--- src/rtl/lsu_mem_adapter.sv ---
// -----------------------------------------------------------------------------
// lsu_mem_adapter
//
// Load/store adapter placed directly in front of a synchronous single-port
// data memory (64-bit words, per-byte write enables, 1-cycle registered read,
// write-first). It takes byte-addressed loads/stores of 1/2/4/8 bytes, drives
// the memory pins, and aligns and extends load data. An access that crosses a
// 64-bit word boundary is split into a lower and an upper memory cycle.
//
// Build option:
//   CH0RE_LSU_MISALIGN_EN  defined   -> word-crossing accesses are split and
//                                       performed; o_rsp_err is always 0.
//                          undefined -> word-crossing accesses are accepted,
//                                       touch no memory, and answer in cycle 1
//                                       with o_rsp_err=1 and o_rsp_rdata=0.
//
// Ports:
//   clk, rst_n          clock, asynchronous active-low reset
//   i_req_valid/o_req_ready   request handshake (ready only in IDLE)
//   i_req_we            1=store, 0=load
//   i_req_size          0=byte 1=half 2=word 3=double
//   i_req_unsigned      loads zero-extend when 1, sign-extend when 0
//   i_req_addr          byte address {word index, 3-bit offset}
//   i_req_wdata         store data, right-justified
//   o_rsp_valid/i_rsp_ready   response handshake
//   o_rsp_rdata         load result (0 for stores)
//   o_rsp_err           misaligned access rejected
//   o_mem_addr/o_mem_wdata/o_mem_wen  memory request pins
//   i_mem_rdata         memory read data (valid the cycle after the address)
//
// Handshakes: a transfer happens on a clk edge where valid and ready are both
// 1. A response, once valid, holds o_rsp_rdata/o_rsp_err stable until it is
// taken; request fields are captured only on the accepting edge.
//
// Internal state is held in state_q (state_e) for observation.
// -----------------------------------------------------------------------------
module lsu_mem_adapter #(
  parameter int DEPTH      = 2048,
  parameter int ADDR_WIDTH = $clog2(DEPTH),
  parameter int DATA_WIDTH = 64,
  parameter int DATA_BYTES = DATA_WIDTH / 8
) (
  input  logic                    clk,
  input  logic                    rst_n,
  input  logic                    i_req_valid,
  output logic                    o_req_ready,
  input  logic                    i_req_we,
  input  logic [1:0]              i_req_size,
  input  logic                    i_req_unsigned,
  input  logic [ADDR_WIDTH+2:0]   i_req_addr,
  input  logic [DATA_WIDTH-1:0]   i_req_wdata,
  output logic                    o_rsp_valid,
  input  logic                    i_rsp_ready,
  output logic [DATA_WIDTH-1:0]   o_rsp_rdata,
  output logic                    o_rsp_err,
  output logic [ADDR_WIDTH-1:0]   o_mem_addr,
  output logic [DATA_WIDTH-1:0]   o_mem_wdata,
  output logic [DATA_BYTES-1:0]   o_mem_wen,
  input  logic [DATA_WIDTH-1:0]   i_mem_rdata
);

  typedef enum logic [2:0] {
    IDLE  = 3'd0,
    ST_HI = 3'd1,
    RD_LO = 3'd2,
    RD_HI = 3'd3,
    RSP   = 3'd4
  } state_e;

`ifdef CH0RE_LSU_MISALIGN_EN
  localparam bit MisalignEn = 1'b1;
`else
  localparam bit MisalignEn = 1'b0;
`endif

  state_e state_q, state_d;

  // ---------------------------------------------------------------------------
  // Request decode (combinational, valid while in IDLE)
  // ---------------------------------------------------------------------------
  logic [2:0]            req_off;
  logic [ADDR_WIDTH-1:0] req_idx;
  logic [3:0]            req_nbytes;
  logic                  req_split;
  logic [7:0]            req_lanes;   // right-justified byte mask
  logic [7:0]            req_m_lo;    // lower-word byte enables
  logic [63:0]           req_s_lo;    // lower-word store data
  logic                  accept;

  assign req_off    = i_req_addr[2:0];
  assign req_idx    = i_req_addr[ADDR_WIDTH+2:3];
  assign req_nbytes = 4'd1 << i_req_size;
  assign req_split  = ({1'b0, req_off} + req_nbytes) > 4'd8;
  assign req_lanes  = 8'hFF >> (4'd8 - req_nbytes);
  assign req_m_lo   = req_lanes << req_off;
  assign req_s_lo   = i_req_wdata << {req_off, 3'b000};
  assign accept     = i_req_valid && (state_q == IDLE);

`ifdef CH0RE_LSU_MISALIGN_EN
  // Upper half of a word-crossing access: the bytes shifted out of the lower
  // word, aimed at the next word index (wrapping at the top of memory).
  logic [ADDR_WIDTH-1:0] req_idx_hi;
  logic [63:0]           req_s_hi;
  logic [7:0]            req_m_hi;

  assign req_idx_hi = (req_idx == ADDR_WIDTH'(DEPTH - 1)) ? '0
                                                          : req_idx + ADDR_WIDTH'(1);
  // Shift of 64 (offset 0) yields 0, matching an empty upper half.
  assign req_s_hi   = i_req_wdata >> (7'd64 - {1'b0, req_off, 3'b000});
  assign req_m_hi   = 8'(({8'b0, req_lanes} << req_off) >> 8);

  logic                  split_q;
  logic [ADDR_WIDTH-1:0] idx_hi_q;
  logic [63:0]           s_hi_q;
  logic [7:0]            m_hi_q;
  logic [63:0]           lo_q;
`endif

  logic [2:0]  off_q;
  logic [1:0]  size_q;
  logic        uns_q;
  logic [63:0] rdata_q, rdata_d;
  logic        err_q, err_d;

  // Align {hi,lo} down by the byte offset, keep the access width, extend.
  function automatic logic [63:0] load_result(input logic [127:0] hl,
                                              input logic [2:0]   off,
                                              input logic [1:0]   size,
                                              input logic         uns);
    logic [63:0] r;
    logic [63:0] res;
    r = 64'(hl >> {off, 3'b000});
    case (size)
      2'd0:    res = {{56{~uns & r[7]}},  r[7:0]};
      2'd1:    res = {{48{~uns & r[15]}}, r[15:0]};
      2'd2:    res = {{32{~uns & r[31]}}, r[31:0]};
      default: res = r;
    endcase
    return res;
  endfunction

  // ---------------------------------------------------------------------------
  // State and captured request fields
  // ---------------------------------------------------------------------------
  always_ff @(posedge clk or negedge rst_n) begin
    if (!rst_n) begin
      state_q  <= IDLE;
      rdata_q  <= '0;
      err_q    <= 1'b0;
      off_q    <= '0;
      size_q   <= '0;
      uns_q    <= 1'b0;
`ifdef CH0RE_LSU_MISALIGN_EN
      split_q  <= 1'b0;
      idx_hi_q <= '0;
      s_hi_q   <= '0;
      m_hi_q   <= '0;
      lo_q     <= '0;
`endif
    end else begin
      state_q <= state_d;
      rdata_q <= rdata_d;
      err_q   <= err_d;
      if (accept) begin
        off_q    <= req_off;
        size_q   <= i_req_size;
        uns_q    <= i_req_unsigned;
`ifdef CH0RE_LSU_MISALIGN_EN
        split_q  <= req_split;
        idx_hi_q <= req_idx_hi;
        s_hi_q   <= req_s_hi;
        m_hi_q   <= req_m_hi;
`endif
      end
`ifdef CH0RE_LSU_MISALIGN_EN
      if (state_q == RD_LO) lo_q <= i_mem_rdata;
`endif
    end
  end

  // ---------------------------------------------------------------------------
  // Next state and outputs
  // ---------------------------------------------------------------------------
  always_comb begin
    state_d     = state_q;
    rdata_d     = rdata_q;
    err_d       = err_q;
    o_req_ready = 1'b0;
    o_rsp_valid = 1'b0;
    o_mem_addr  = req_idx;
    o_mem_wdata = req_s_lo;
    o_mem_wen   = '0;

    case (state_q)
      IDLE: begin
        o_req_ready = 1'b1;
        if (i_req_valid) begin
          if (req_split && !MisalignEn) begin
            // Rejected crossing access: no memory traffic, error response.
            rdata_d = '0;
            err_d   = 1'b1;
            state_d = RSP;
          end else if (i_req_we) begin
            // The memory samples the lower half on the accepting edge.
            // Gated by rst_n so nothing is written while reset is held.
            o_mem_wen = rst_n ? req_m_lo : '0;
            rdata_d   = '0;
            err_d     = 1'b0;
            state_d   = req_split ? ST_HI : RSP;
          end else begin
            err_d   = 1'b0;
            state_d = RD_LO;
          end
        end
      end

`ifdef CH0RE_LSU_MISALIGN_EN
      ST_HI: begin
        o_mem_addr  = idx_hi_q;
        o_mem_wdata = s_hi_q;
        o_mem_wen   = m_hi_q;
        state_d     = RSP;
      end
`endif

      RD_LO: begin
`ifdef CH0RE_LSU_MISALIGN_EN
        if (split_q) begin
          // Lower word is on i_mem_rdata now; fetch the upper word next.
          o_mem_addr = idx_hi_q;
          state_d    = RD_HI;
        end else begin
          rdata_d = load_result({64'b0, i_mem_rdata}, off_q, size_q, uns_q);
          state_d = RSP;
        end
`else
        rdata_d = load_result({64'b0, i_mem_rdata}, off_q, size_q, uns_q);
        state_d = RSP;
`endif
      end

`ifdef CH0RE_LSU_MISALIGN_EN
      RD_HI: begin
        rdata_d = load_result({i_mem_rdata, lo_q}, off_q, size_q, uns_q);
        state_d = RSP;
      end
`endif

      RSP: begin
        o_rsp_valid = 1'b1;
        if (i_rsp_ready) state_d = IDLE;
      end

      default: state_d = IDLE;
    endcase
  end

  assign o_rsp_rdata = rdata_q;
  assign o_rsp_err   = err_q;

endmodule

--- config.mk ---
export PLATFORM = sky130hd
export DESIGN_NAME = lsu_mem_adapter
export DESIGN_NICKNAME = d
export VERILOG_FILES = /design/src/rtl/lsu_mem_adapter.sv
export SDC_FILE = /design/constraint.sdc
export NUM_CORES = 1
export LEC_CHECK = 0
export BUFFER_PORTS_ARGS = -buffer_cell sky130_fd_sc_hd__buf_2
export CAP_MARGIN = 20
export CORE_MARGIN = 3
export CORE_UTILIZATION = 49
export DETAILED_ROUTE_END_ITERATION = 8
export PLACE_DENSITY = 0.91
export SLEW_MARGIN = 0
export SYNTH_ARGS = -nofsm -noshare
export SYNTH_HDL_FRONTEND = slang
export SYNTH_SLANG_ARGS = --single-unit
--- constraint.sdc ---
create_clock -name clk -period 5.66 [get_ports clk]
set_clock_uncertainty 0.1 [all_clocks]
set_input_delay 1.132 -clock clk [delete_from_list [all_inputs] [get_ports clk]]
set_output_delay 1.132 -clock clk [all_outputs]
set_load 0.005 [all_outputs]
==> results of run 1 <==
[metrics by stage]
stage | instances | area, um2
finish | 1175 | 8250
global route | 1175 | 8250
CTS | 1175 | 8250
detailed placement | 1160 | 7980
global placement | 1160 | 7980
floorplan | 779 | 6710
[metal layers]
metal | track usage, % | share of wire [%]
met1 | 35.8 | 35
met2 | 51.1 | 47
met3 | 6.77 | 11
met4 | 19.0 | 7.2
met5 | 0 | 0
[state kept, by name, indices dropped and copies added (netlist names)]
name         flops
size_q           2
uns_q            1
state_q          2
off_q            3
o_rsp_err        1
o_rsp_rdata     64
[layout by cell type, fill, tap and decap left out, drive strengths merged, types with 3 or more instances in the layout]
master,synthesis,layout
a2111oi,3,3
a21o,3,3
a21oi,68,68
a221o,7,7
a22o,22,22
a22oi,8,8
and2,20,20
and3,7,7
buf,48,288
clkbuf,35,15
dfrtp,73,73
ha,3,3
inv,15,15
mux2,44,44
mux2i,60,60
mux4,30,30
nand2,94,94
nand2b,4,4
nand3,10,10
nor2,65,65
nor2b,10,10
nor3,8,8
o211ai,8,8
o21a,7,7
o21ai,77,77
o221ai,3,3
o22ai,29,29
[cell families (layout without fill, tap and decap cells)]
| family | count (synthesis) | count (layout) | share of synthesized area (%) |
|---|---|---|---|
| AND/OR/NAND/NOR | 222 | 222 | 14.7 |
| multiplexers | 134 | 134 | 26.6 |
| flip-flops | 73 | 73 | 27.2 |
| AO/OA/AOI/OAI | 248 | 248 | 23.4 |
| buffers and inverters | 98 | 318 | 7.13 |
| adder cells (fa/ha/maj) | 4 | 4 | 0.858 |
[final cells by class]
| class | instances | share of cell area, % |
|---|---|---|
| Clock buffer | 15 | 3.25 |
| Inverter | 15 | 0.683 |
| Multi-Input combinational cell | 608 | 53.4 |
| Sequential cell | 73 | 22.2 |
| Tap cell | 176 | 2.67 |
| Timing Repair Buffer | 288 | 17.8 |
[power groups by stage]
stage               registers (mW)  clock network (mW)  logic [mW]
detailed placement           0.949                   0        1.40
CTS                          0.941               0.524        1.41
global placement             0.938                   0        1.36
global route                 0.971               0.541        1.56
floorplan                    0.857                   0       0.971
finish                       0.948               0.526        1.42
[synth_stat cells (2+ instances only)]
cell,count,area share [%]
buf_1,5,0.28
nand2b_1,3,0.28
a221o_1,7,1.0
nand3_1,9,0.67
clkbuf_1,35,2.0
mux2i_1,59,8.8
a21oi_1,67,5.0
o21ai_0,65,4.9
mux4_2,30,10
a2111oi_0,2,0.26
buf_2,25,1.9
nand2_1,94,5.3
nor2_1,65,3.6
ha_1,3,0.56
inv_1,14,0.78
o21a_1,7,0.78
o21ai_1,12,0.90
nor3_1,8,0.60
nor2b_1,10,0.93
o221ai_1,3,0.39
buf_4,15,1.7
a211oi_1,2,0.22
and3_1,7,0.65
buf_6,3,0.50
o211ai_1,8,0.90
a22oi_1,8,0.90
a22o_1,22,2.9
mux2_2,44,7.4
a21o_1,2,0.22
o22ai_1,29,2.7
dfrtp_1,73,27
and2_1,20,1.9
[critical path, cell delays in order]
cell	delay (ns)
buf_2	0.24
nor2_1	0.07
ha_1	0.21
fa_1	0.50
nor2_1	0.12
a32oi_1	0.06
o2111ai_1	0.33
nand4_1	0.33
a2111oi_0	0.60
buf_2	0.21
[worst min-delay path by stage]
stage | from | end | slack [ns]
floorplan | o_rsp_err$_DFFE_PN0P_ | o_rsp_err$_DFFE_PN0P_ | 0.37
global placement | o_rsp_rdata[60]$_DFFE_PN0P_ | o_rsp_rdata[60]$_DFFE_PN0P_ | 0.36
detailed placement | o_rsp_rdata[60]$_DFFE_PN0P_ | o_rsp_rdata[60]$_DFFE_PN0P_ | 0.37
CTS | o_rsp_rdata[60]$_DFFE_PN0P_ | o_rsp_rdata[60]$_DFFE_PN0P_ | 0.38
global route | o_rsp_rdata[63]$_DFFE_PN0P_ | o_rsp_rdata[63]$_DFFE_PN0P_ | 0.40
finish | o_rsp_rdata[60]$_DFFE_PN0P_ | o_rsp_rdata[60]$_DFFE_PN0P_ | 0.38
==> flow_summary.ini, run 1 <==
[yosys]
ys_types = 55
synth_area_um2 = 6710
synthFlopType = dfrtp_1
ys_ff_latch = 73
syn_avg_cell_area_um2 = 8.61
ys_seq_area_share_pct = 27.2
synth_edf_count = 0
synth_warnings = 0
async_flop_share_pct = 100
syn_inst = 779
synth_nets = 933

[finish]
diodes = 0
drive_gt1_share_pct = 38.6
nNetsFinal = 1149
syn2layout_area_growth_pct = 23.0
fin_util_pct = 62.0
multi_input_area_um2 = 4400
nFillCells = 1055
regArea_um2 = 1830

[critical_path]
critPathRequiredTime_ns = 4.43
reg2reg_depth = 6
worst-setup-path-type = input pin to output pin
worst_ep_arrival_time_ns = 3.82
r2r_setup_slack_ns = 2.39
endpoint = o_mem_wen[5]
timing.rr.start = off_q[1]$_DFFE_PN0P_
r2r_end = o_rsp_rdata[62]$_DFFE_PN0P_
worstSetupStartpoint = i_req_size[1]
cp-start-kind = input pin
end_kind = output pin
critical_path.max_fanout = 16

[die]
row_count = 42
fp.dieH_um = 123
start_util_pct = 50.4
die_w_um = 123
io_pins = 300
core_area_um2 = 13300
die_area_um2 = 15100

[min_path]
holdPathStages = 2
hold_class = register to register

[drt]
dr.pass1.iters = 6
wire_per_inst_um = 20.5
drtIter0Drc = 842
num_vias = 7434
antenna_left = 0
viasPerCell = 6.33
drc = 0
drt-total-wl_um = 24000

[grt]
grtUsageTotal_pct = 30.6
grt_max_degree = 78
antenna_found_initial = 0
grt_pass1_wl_um = 36100
overflow = 0
grt_pass1_vias = 6822

[pwr]
leakagePower_nw = 4.13
p_sw_mw = 1.19
combPwrFrac_pct = 49.1
p_seq_share_pct = 32.7
clkPwrFrac_pct = 18.2
switching_share_pct = 41.0
p_int_mw = 1.71
vdd_drop_max_uv = 178
p_total_mw = 2.90
pwr_density_cell_nw_per_um2 = 351

[clock_tree]
cts.repair.resized = 0
post_cts_buffers = 0
clock-sinks = 73
cts_max_level = 3
root_buffer = clkbuf_16
clockBufferDepth = 2
cts_buffers = 9
worstSkewPairLatency_ns = 0.33
clkTransAtPathRegs_ns = 0.05
tritoncts = built
postCtsHoldBufs = 0

[timing]
rsz0062_at_grt = no
fin_crit_ns = 5.05
slew_headroom_pct = 26.4
max_freq_mhz = 198
period_share_pct = 89.2
report.final.slew_viol_count = 0
setup_slack_ns = 0.610
hold_viol_final = 0
holdWs_ns = 0.377
finalSetupViolCount = 0
worst_pin_slew_ns = 1.10
tns_ns = 0

[place]
place_ws_ns = 0.635
portBuffers = 277
hpwl_um = 18400
place_congestion = 0.945

[outcome]
outcome = completed

[job]
drv_cap = 0
(Power assumes the default switching activity.)
==> inputs of run 2 (changes only) <==
CORE_MARGIN = 5   (was 3)
CORE_UTILIZATION = 45   (was 49)
PLACE_DENSITY = 0.85   (was 0.91)
==> run 2 against run 1 <==
Fmax is 1.7% higher. Die area is 15% higher. Power is 3.0% higher. Non-clock buffer count is 1 higher. Largest power group unchanged. First-iteration DRC count is 25% lower. Register-to-register slack hardly changed. Sequential share of layout area is 0.19 points lower. Critical path type unchanged. Clock-buffer cell count is 6 lower.
==> flow_summary.ini, run 2 (synthesized netlist as in run 1, its figures left out) <==
[die]
row_count = 44
fp.dieH_um = 132
io_pins = 300
start_util_pct = 46.0
core_area_um2 = 14600
die_w_um = 132
die_area_um2 = 17400

[critical_path]
critPathRequiredTime_ns = 4.43
cp-start-kind = input pin
end_kind = output pin
reg2reg_depth = 6
critical_path.max_fanout = 15
worst_ep_arrival_time_ns = 3.73
worst-setup-path-type = input pin to output pin

[grt]
grt_max_degree = 78
overflow = 0
grt_pass1_wl_um = 38100
antenna_found_initial = 0
grtUsageTotal_pct = 26.8
grt_pass1_vias = 7042

[finish]
diodes = 0
drive_gt1_share_pct = 39.1
final_cell_mix = buf_2 (276), nand2_1 (94), dfrtp_1 (71)
syn2layout_area_growth_pct = 24.1
nNetsFinal = 1150
layout_commonest_cell = buf_2
finalNonFillerCells = 1184
largest_register_ffs = 64

[clock_tree]
post_cts_buffers = 0
root_buffer = clkbuf_16
clkTransAtPathRegs_ns = 0.05
cts_max_level = 3
clockBufferDepth = 2
postCtsHoldBufs = 0
tritoncts = built
cts_buffers = 9
worstSkewPairLatency_ns = 0.33
clock-sinks = 73
cts.repair.resized = 0

[min_path]
hold_class = register to register
holdPathStages = 2

[drt]
dr.pass1.iters = 5
wire_per_inst_um = 20.9
drc = 0
num_vias = 7290
viasPerCell = 6.16
drtIter0Drc = 628
drt-total-wl_um = 24700
antenna_left = 0

[timing]
fin_crit_ns = 4.96
period_share_pct = 87.7
slew_headroom_pct = 26.6
report.final.slew_viol_count = 0
hold_viol_final = 0
rsz0062_at_grt = no
worst_pin_slew_ns = 1.10
finalSetupViolCount = 0
tns_ns = 0
max_freq_mhz = 201

[pwr]
vdd_drop_max_uv = 184
pwr_density_cell_nw_per_um2 = 358
leakagePower_nw = 4.17

[place]
placed_cells = 1167
portBuffers = 277
place_congestion = 0.938
hpwl_um = 18800

[outcome]
outcome = completed

[job]
drv_cap = 0
## run 2: report_power, final
group | switching (mW) | leakage [nW] | internal (mW) | total [mW]
Sequential | 0.211 | 0.977 | 0.726 | 0.937
Combinational | 0.774 | 3.04 | 0.668 | 1.44
Clock | 0.223 | 0.155 | 0.382 | 0.605
## run 2: critical path, stage by stage
cell and delay, ns:
buf_2 0.24, nor2_1 0.08, ha_1 0.22, fa_1 0.48, nor2_1 0.14, a32oi_1 0.07, o2111ai_1 0.35, nand4_1 0.34
a2111oi_0 0.49, buf_2 0.19
## run 2: stage by stage
stage,hold slack [ns],cell area (um2),total power [mW],setup slack (ns),utilization (%)
2_1_floorplan,0.373,6710,1.83,0.947,-
3_5_place_dp,0.374,7990,2.36,0.709,54.7
5_1_grt,0.412,8320,3.15,0.472,57.0
6_report,0.384,8320,2.98,0.697,57.0
4_1_cts,0.387,8300,2.97,0.700,56.9
3_3_place_gp,0.361,7990,2.33,0.893,54.7
## run 2: per-layer routing
layer	routed length, um	vias up	GRT usage (%)
met5	0	-	0
met1	8540	3436	30.9
met2	12500	481	47.6
li1	-	3299	-
met4	1170	0	12.7
met3	2540	74	5.19
## run 2: final cells by class
class                      count  area, um2
multi-input combinational    608       4400
clock buffer                   9        225
tap                          184        230
clock inverter                 6       83.8
inverter                      15       56.3
fill                        1307       6270
sequential                    73       1830
timing repair buffer         289       1490
## run 2: worst paths after layout
check / slack, ns / from / endpoint
max in group asynchronous: 3.87 / rst_n / off_q[0]$_DFFE_PN0P_
min in group asynchronous: 0.65 / rst_n / o_rsp_rdata[11]$_DFFE_PN0P_
min: 0.38 / o_rsp_rdata[57]$_DFFE_PN0P_ / o_rsp_rdata[57]$_DFFE_PN0P_
max: 0.70 / i_req_size[0] / o_mem_wen[5]
min reg2reg: 0.38 / o_rsp_rdata[57]$_DFFE_PN0P_ / o_rsp_rdata[57]$_DFFE_PN0P_
max reg2reg: 2.40 / off_q[2]$_DFFE_PN0P_ / o_rsp_rdata[63]$_DFFE_PN0P_
==> inputs of run 3 (changes only) <==
CORE_UTILIZATION = 35   (was 45)
PLACE_DENSITY = 0.7   (was 0.85)
==> run 3 against run 2 <==
Clock-buffer cell count rose by 3. Sequential share of layout area is 0.18 points lower. Design area increased by 0.81%. Critical endpoint unchanged. Largest cell class unchanged.
==> flow_summary.ini, run 3 (synthesized netlist as in run 1, its figures left out) <==
[critical_path]
path_buf_inv = 2
end_kind = output pin
worst_ep_arrival_time_ns = 3.68
critPathRequiredTime_ns = 4.43
crit_path_top_delay_cell = fa_1
crit_chain = buf_2, nor2_1, ha_1, fa_1, nor2_1, a32oi_1, o2111ai_1, nand4_1, a2111oi_0, buf_2
slowest_delay_ns = 0.49
critical_path.max_fanout = 15
crit_family = compound AO/OA/AOI/OAI gates
worstSetupStartpoint = i_req_size[0]
timing.rr.start = off_q[0]$_DFFE_PN0P_
cp-start-kind = input pin
worst-setup-path-type = input pin to output pin

[place]
place_ws_ns = 0.768
portBuffers = 277
placed_cells = 1220
hpwl_um = 19800
placed_area_um2 = 8070
place_congestion = 0.892

[clock_tree]
cts_buffers = 9
postCtsHoldBufs = 0
cts.repair.resized = 0
cts_max_level = 3
root_buffer = clkbuf_16
worstSkewPairLatency_ns = 0.34
tritoncts = built
clkTransAtPathRegs_ns = 0.06
clock-sinks = 73
clockBufferDepth = 2
post_cts_buffers = 0

[finish]
drive_gt1_share_pct = 39.2
final_cell_mix = buf_2 (275), nand2_1 (94), dfrtp_1 (71)
finalNonFillerCells = 1236
nNetsFinal = 1151
syn2layout_area_growth_pct = 25.1
layout_commonest_cell = buf_2
largest_register_ffs = 64
diodes = 0
nFillCells = 1865
final_area_um2 = 8390

[die]
start_util_pct = 35.7
die_area_um2 = 22000
row_count = 50
fp.dieH_um = 148
core_area_um2 = 18800
io_pins = 300
die_w_um = 148

[timing]
report.final.slew_viol_count = 0
max_freq_mhz = 204
finalSetupViolCount = 0
worst_pin_slew_ns = 1.05
hold_viol_final = 0
rsz0062_at_grt = no
period_share_pct = 86.8
tns_ns = 0
slew_headroom_pct = 29.3
fin_crit_ns = 4.91
setup_slack_ns = 0.749

[grt]
grt_pass1_vias = 6911
antenna_found_initial = 0
overflow = 0
grt_max_degree = 78
grtUsageTotal_pct = 22.0
grt_pass1_wl_um = 38600

[outcome]
outcome = completed

[pwr]
leakagePower_nw = 4.16
pwr_density_cell_nw_per_um2 = 356
vdd_drop_max_uv = 184

[min_path]
worstHoldStart = o_rsp_rdata[5]$_DFFE_PN0P_
hold_class = register to register

[drt]
drc = 0
num_vias = 7066
viasPerCell = 5.72
antenna_left = 0
wire_per_inst_um = 20.5
drt-total-wl_um = 25300
dr.pass1.iters = 5
drtIter0Drc = 506

[job]
drv_cap = 0
## run 3: area by class of cell
type | count | area [um2] | area share (%)
Clock inverter | 4 | 50.0 | 0.597
Timing Repair Buffer | 290 | 1490 | 17.8
Multi-Input combinational cell | 608 | 4400 | 52.5
Inverter | 15 | 56.3 | 0.671
Tap cell | 234 | 293 | 3.49
Sequential cell | 73 | 1830 | 21.8
Clock buffer | 12 | 267 | 3.18
## run 3: worst register-to-register path, stage by stage (launching register included)
cell and delay (ns):
dfrtp_4 0.65, buf_4 0.45, a2111oi_1 0.68, o41ai_2 0.18
a21oi_2 0.60, o21ai_0 0.23
## run 3: through the flow
step | utilization (%) | hold slack (ns) | total power [mW]
finish | 44.7 | 0.386 | 2.98
CTS | 44.7 | 0.387 | 3.00
floorplan | - | 0.373 | 1.83
global placement | 43.0 | 0.367 | 2.37
detailed placement | 43.0 | 0.373 | 2.39
global route | 44.7 | 0.413 | 3.17
## run 3: final timing paths
kind | end | slack, ns | cells after the start
max in group asynchronous | off_q[0]$_DFFE_PN0P_ | 3.88 | 2
min in group asynchronous | o_rsp_rdata[37]$_DFFE_PN0P_ | 0.68 | 1
max reg2reg | o_rsp_rdata[61]$_DFFE_PN0P_ | 2.62 | 5
min reg2reg | o_rsp_rdata[5]$_DFFE_PN0P_ | 0.39 | 2
max | o_mem_wen[5] | 0.75 | 10
min | o_rsp_rdata[5]$_DFFE_PN0P_ | 0.39 | 2
## run 3: where the power goes
part	total (mW)	switching [mW]	leakage, nW	internal (mW)
sequential	0.892	0.165	0.977	0.726
clock	0.603	0.226	0.151	0.377
combinational	1.49	0.823	3.04	0.666
## run 3: layer usage
| layer | wire, um | GRT usage, % | part of all wire, % |
|---|---|---|---|
| met5 | 0 | 0 | 0 |
| met4 | 607 | 7.11 | 2.4 |
| met3 | 2090 | 3.63 | 8.3 |
| met2 | 12900 | 39.8 | 51 |
| met1 | 9640 | 26.6 | 38 |
